--- config.mk ---
export PLATFORM = sky130hd
export DESIGN_NAME = rng_request_scheduler
export DESIGN_NICKNAME = d
export VERILOG_FILES = /design/src/rtl/rng_sched_pkg.sv /design/src/rtl/rng_request_scheduler_rr_arbiter.sv /design/src/rtl/rng_request_scheduler.sv
export SDC_FILE = /design/constraint.sdc
export NUM_CORES = 1
export LEC_CHECK = 0
export ABC_AREA = 1
export BUFFER_PORTS_ARGS = -buffer_cell sky130_fd_sc_hd__buf_2
export CAP_MARGIN = 20
export CORE_MARGIN = 2
export CORE_UTILIZATION = 35
export CTS_CLUSTER_DIAMETER = 150
export DETAILED_ROUTE_END_ITERATION = 8
export HOLD_SLACK_MARGIN = 0.12
export PLACE_DENSITY = 0.58
export SYNTH_ARGS = -nofsm -noshare
export SYNTH_HDL_FRONTEND = slang
export SYNTH_SLANG_ARGS = --single-unit
--- constraint.sdc ---
create_clock -name clk -period 1.95 [get_ports clk]
set_clock_uncertainty 0.05 [all_clocks]
set_input_delay 0.0975 -clock clk [delete_from_list [all_inputs] [get_ports clk]]
set_output_delay 0.0975 -clock clk [all_outputs]
set_load 0.01 [all_outputs]
--- src/rtl/rng_sched_pkg.sv ---
// Shared types and constants for the random-byte request scheduler.
package rng_sched_pkg;

  localparam int unsigned SEED_W = 4;
  localparam int unsigned BYTE_W = 8;

  localparam logic [SEED_W-1:0] DEFAULT_SEED = 4'b1010;

  typedef enum logic [1:0] {
    LOAD = 2'd0,
    WARM = 2'd1,
    RUN  = 2'd2
  } state_e;

  function automatic int unsigned max_u(input int unsigned a, input int unsigned b);
    return (a > b) ? a : b;
  endfunction

endpackage

--- src/rtl/rng_request_scheduler_rr_arbiter.sv ---
// Combinational round-robin arbiter: first asserted req at or after ptr wins.
module rr_arbiter #(
  parameter int unsigned N_REQ = 3,
  parameter int unsigned PTR_W = 2
) (
  input  logic [N_REQ-1:0] req,
  input  logic [PTR_W-1:0] ptr,
  output logic [N_REQ-1:0] grant
);

  always_comb begin
    int unsigned idx;
    logic        found;
    grant = '0;
    found = 1'b0;
    idx   = 0;
    for (int unsigned k = 0; k < N_REQ; k++) begin
      idx = 32'(ptr) + k;
      if (idx >= N_REQ) idx = idx - N_REQ;
      if (!found && req[idx[PTR_W-1:0]]) begin
        grant[idx[PTR_W-1:0]] = 1'b1;
        found                 = 1'b1;
      end
    end
  end

endmodule

--- src/rtl/rng_request_scheduler.sv ---
// Seeds the random-byte generator, waits out warm-up, then shares its bytes among requesters.
// Optional RNG_SCHED_PRIORITY_EN gives requester 0 fixed top priority over the round-robin group.
module rng_request_scheduler
  import rng_sched_pkg::*;
#(
  parameter int unsigned N_REQ         = 3,
  parameter int unsigned WARMUP_CYCLES = 16,
  parameter int unsigned MIN_GAP       = 8
) (
  input  logic              clk,
  input  logic              rst,
  input  logic              reseed,
  input  logic [SEED_W-1:0] seed_in,
  input  logic [N_REQ-1:0]  req,
  input  logic [BYTE_W-1:0] gen_out,
  output logic [SEED_W-1:0] gen_seed,
  output logic              gen_load,
  output logic [N_REQ-1:0]  grant,
  output logic [BYTE_W-1:0] rand_out,
  output logic              rand_valid,
  output logic              ready
);

  localparam int unsigned PTR_W = $clog2(N_REQ);
  localparam int unsigned CNT_W = $clog2(max_u(WARMUP_CYCLES, MIN_GAP) + 1);

  state_e              state_q, state_d;
  logic [SEED_W-1:0]   seed_q, seed_d;
  logic                gen_load_q, gen_load_d;
  logic [N_REQ-1:0]    grant_q, grant_d;
  logic [BYTE_W-1:0]   rand_q, rand_d;
  logic                valid_q, valid_d;
  logic                ready_q, ready_d;
  logic [CNT_W-1:0]    gap_q, gap_d;
  logic [CNT_W-1:0]    warm_q, warm_d;
  logic [PTR_W-1:0]    ptr_q, ptr_d;

  logic [N_REQ-1:0]    arb_req, arb_grant, win;
  logic [PTR_W-1:0]    win_idx, ptr_nxt;

  rr_arbiter #(.N_REQ(N_REQ), .PTR_W(PTR_W)) u_arb (
    .req   (arb_req),
    .ptr   (ptr_q),
    .grant (arb_grant)
  );

`ifdef RNG_SCHED_PRIORITY_EN
  // Requester 0 pre-empts; the rest rotate among themselves.
  assign arb_req = req & ~N_REQ'(1);
  assign win     = req[0] ? N_REQ'(1) : arb_grant;
`else
  assign arb_req = req;
  assign win     = arb_grant;
`endif

  always_comb begin
    win_idx = '0;
    for (int unsigned k = 0; k < N_REQ; k++) begin
      if (win[k]) win_idx = PTR_W'(k);
    end
    ptr_nxt = (win_idx == PTR_W'(N_REQ - 1)) ? '0 : win_idx + PTR_W'(1);
  end

  always_ff @(posedge clk or posedge rst) begin
    if (rst) state_q <= LOAD;
    else     state_q <= state_d;
  end

  always_comb begin
    state_d = state_q;
    if (reseed) begin
      state_d = LOAD;
    end else begin
      case (state_q)
        LOAD:    state_d = WARM;
        WARM:    if (warm_q == CNT_W'(WARMUP_CYCLES - 1)) state_d = RUN;
        RUN:     state_d = RUN;
        default: state_d = LOAD;
      endcase
    end
  end

  // Registered-output next values; reseed overrides everything, including a pending grant.
  always_comb begin
    seed_d     = seed_q;
    gen_load_d = 1'b0;
    grant_d    = '0;
    rand_d     = rand_q;
    valid_d    = 1'b0;
    gap_d      = (gap_q != '0) ? gap_q - CNT_W'(1) : '0;
    warm_d     = '0;
    ptr_d      = ptr_q;
    ready_d    = (state_d == RUN);
    if (reseed) begin
      seed_d = (seed_in == '0) ? DEFAULT_SEED : seed_in;
      gap_d  = '0;
    end else begin
      case (state_q)
        LOAD: begin
          gen_load_d = 1'b1;
          gap_d      = '0;
        end
        WARM: warm_d = warm_q + CNT_W'(1);
        RUN: begin
          if ((req != '0) && (gap_q == '0)) begin
            grant_d = win;
            rand_d  = gen_out;
            valid_d = 1'b1;
            gap_d   = CNT_W'(MIN_GAP - 1);
            ptr_d   = ptr_nxt;
          end
        end
        default: ;
      endcase
    end
  end

  always_ff @(posedge clk or posedge rst) begin
    if (rst) begin
      seed_q     <= DEFAULT_SEED;
      gen_load_q <= 1'b0;
      grant_q    <= '0;
      rand_q     <= '0;
      valid_q    <= 1'b0;
      ready_q    <= 1'b0;
      gap_q      <= '0;
      warm_q     <= '0;
      ptr_q      <= '0;
    end else begin
      seed_q     <= seed_d;
      gen_load_q <= gen_load_d;
      grant_q    <= grant_d;
      rand_q     <= rand_d;
      valid_q    <= valid_d;
      ready_q    <= ready_d;
      gap_q      <= gap_d;
      warm_q     <= warm_d;
      ptr_q      <= ptr_d;
    end
  end

  assign gen_seed   = seed_q;
  assign gen_load   = gen_load_q;
  assign grant      = grant_q;
  assign rand_out   = rand_q;
  assign rand_valid = valid_q;
  assign ready      = ready_q;

endmodule

==> reports/qor.csv <==
stage,metric,value,unit
power_and_ir_drop,power_density,1130,nW/um^2
global_routing,first_pass_grt_wire_length,5.65,mm
clock_network,cts_resized,0,
power_and_ir_drop,power_report.internal_total,1450,uW
global_routing,globalRouteTotalUtil,14.2,%
power_and_ir_drop,netSwitchingFraction,37.0,%
worst_hold_path,worst_min_delay_path_startpoint,req[2],
setup_path,startpoint_type,register,
run_status,run_status,"complete, no violations",
layout,drive_above_1_share,23.6,%
global_routing,grt_overflow,0,
clock_network,cts.root.buffer_cell,clkbuf_8,
clock_network,cts_tree,yes,
layout,fillCellCount,414,
synth,synth_flop_cell,dfrtp_1,
setup_path,critical_path.startpoint,ptr_q[0],
sta,timing.setup.tns,0,ps
layout,flow.area_growth_from_synthesis,32.1,%
drt,drt_iter0_markers,36,
setup_path,critPathArrivalTime,1930,ps
power_and_ir_drop,irDropWorstVdd,758,uV
clock_network,cts_hold_buffers,17,
drt,drt.antenna.violating_nets,0,
synth,synth_seq_cells,32,
sta,final_period_minus_worst_setup_slack,1770,ps
setup_path,worst-path-max-fanout,6,
synth,yosys.area.top_type,dfrtp_1,
clock_network,post_cts_setup_repair_buffer_count,0,
clock_network,htree_num_levels,2,
setup_path,worstSetupPathType,reg -> reg,
placed_design,port-buffer-count,35,
worst_hold_path,min_path_type,in -> reg,
layout,finish.instance_area,2030,sq um
setup_path,rr_startpoint,ptr_q[0],
clock_network,cts_made_buffers,5,
sta,final_hold_viol_count,0,
placed_design,detailed_place_hpwl,2.06,mm
layout,n_antenna_cell,0,
drt,vias,1283,
power_and_ir_drop,total_switching_power,851,uW
layout,ff_latch_area,803,sq um
layout,multiInputGateArea,623,sq um
clock_network,cts.clk_slew.worst_paths,70,ps
power_and_ir_drop,sequentialPowerShare,39.0,%
die,fp-row-count,24,
sta,finalSetupViolCount,0,
die,initial_core_util,35.8,%
die,io-pin-count,36,
synth,netlist_top_cells_area,"dfrtp_1, nand2_1, ha_1",
synth,synth_edf_count,0,
clock_network,clk-insertion-delay-late,270,ps
layout,mostFrequentLayoutCells,"nand2_1, buf_2, dfrtp_1",
die,die_width,70.3,um
sta,fmax,565,MHz
synth,synth.cell_area,1540,sq um
die,fp.dieH,70.3,um
sta,max-slew-margin-rel,74.0,%
setup_path,worst_setup_end_kind,register,
synth,ys_async_sr_fraction,100,%
synth,synth_warnings,0,
drt,drt_pass1_iterations,4,
synth,avgSynthCellArea,8.64,sq um
synth,synthDistinctLibCells,28,
layout,fin_nets,261,
clock_network,clock_tree.buffer_depth,2,
power_and_ir_drop,leakagePower,0.00110,uW
drt,route.detailed.wl_per_inst,10.6,um
synth,synth_top_area_share,48.8,%
drt,drc,0,
drt,via_per_inst,4.44,
sta,period_utilization_post_route,90.8,%
sta,grt_setup_unrepaired,false,
global_routing,grt_antenna_before_repair,0,
synth,mappedNetlistNets,203,
sta,fin_max_slew_vios,0,
setup_path,worst_ep_required_time,2110,ps
flow_run,max_cap_violations,0,
power_and_ir_drop,combPwrFrac,39.2,%
placed_design,gp_congestion,0.839,
sta,worstMarginPinSlew,390,ps
die,core_area,4290,sq um
synth,postSynthCellCount,178,
placed_design,post_dp_cell_area,1770,sq um
global_routing,grt_start_max_net_pins,33,
power_and_ir_drop,clock_power_share,21.8,%
global_routing,grt_pass1_vias,1317,
layout,most_common_library_cell_in_the_layout_ignoring_fill_and_taps,nand2_1,
die,dieArea,4940,sq um
synth,seq_area_frac_synth,52.2,%
clock_network,cts_num_sinks,32,
drt,totalWireLength,3.07,mm
==> flip-flops by register name (all words and copies together) (netlist names) <==
register,cells
warm_q,5
ready,1
grant,3
gen_load,1
rand_out,8
state_q,2
gap_q,5
gen_seed,4
rand_valid,1
ptr_q,2
==> stage by stage <==
stage / utilization, % / hold WS [ps] / setup WS [ps] / power [uW] / std cells
after floorplan: - / 157 / 393 / 1540 / 178
after global placement: 41.2 / 152 / 238 / 1770 / 264
after detailed placement: 41.2 / 151 / 228 / 1770 / 264
after CTS: 47.3 / 230 / 202 / 2320 / 289
after global routing: 47.3 / 256 / 17.5 / 2510 / 289
final: 47.3 / 234 / 180 / 2300 / 289
==> cell families (layout without fill, tap and decap cells) <==
family,after synthesis,count (layout),share of synthesized area (%)
adders and majority gates,7,7,5.70
xor gates and xnor gates,3,3,1.71
AOI/OAI and AO/OA,13,13,5.70
DFF,32,32,52.2
buffers and inverters,27,86,7.24
and+or+nand+nor,96,96,27.4
==> synthesized netlist by cell type, types with 3 or more instances <==
cell type and number:
o21ai_0 5, nand2_1 53, inv_1 22, ha_1 7
nand3_1 17, nor2_1 14, dfrtp_1 30, nor3_1 3
==> power by group through the flow <==
stage	Combinational (uW)	Clock (uW)	Sequential, uW
2_1_floorplan	591	0	945
6_report	902	502	897
3_5_place_dp	876	0	898
4_1_cts	900	523	895
3_3_place_gp	865	0	905
5_1_grt	1040	550	918
==> critical path, stage by stage (launching register included) <==
cell	delay, ps
dfrtp_1	390
inv_1	80
ha_1	370
inv_1	150
nand2_1	70
nand3_1	60
nand2_1	80
nand3_1	110
nand2_1	60
nor2b_1	170
nand2_1	80
nand2_1	60
==> final cells by class <==
cell class | instances | area share, %
Clock inverter | 2 | 0.493
Tap cell | 52 | 3.20
Timing Repair Buffer | 53 | 17.4
Inverter | 25 | 4.68
Sequential cell | 32 | 39.5
Clock buffer | 6 | 4.06
Multi-Input combinational cell | 119 | 30.7
==> worst paths after layout <==
kind	depth (start not counted)	to	slack, ps
worst max register to register	11	ptr_q[0]	180
worst max-delay path	11	ptr_q[0]	180
min in group asynchronous	4	rand_out[2]	400
worst min-delay path	5	grant[2]	230
max in group asynchronous	4	gen_seed[3]	1130
worst min register to register	2	gen_seed[0]	420
==> routing by layer <==
metal	vias to the layer above	global-route usage, %	wire length (um)
met4	0	4.49	32
li1	677	-	-
met3	4	3.32	101
met1	576	17.6	1440
met2	26	24.4	1500
met5	-	0	0
No activity file was read; power rests on OpenSTA's default activity.
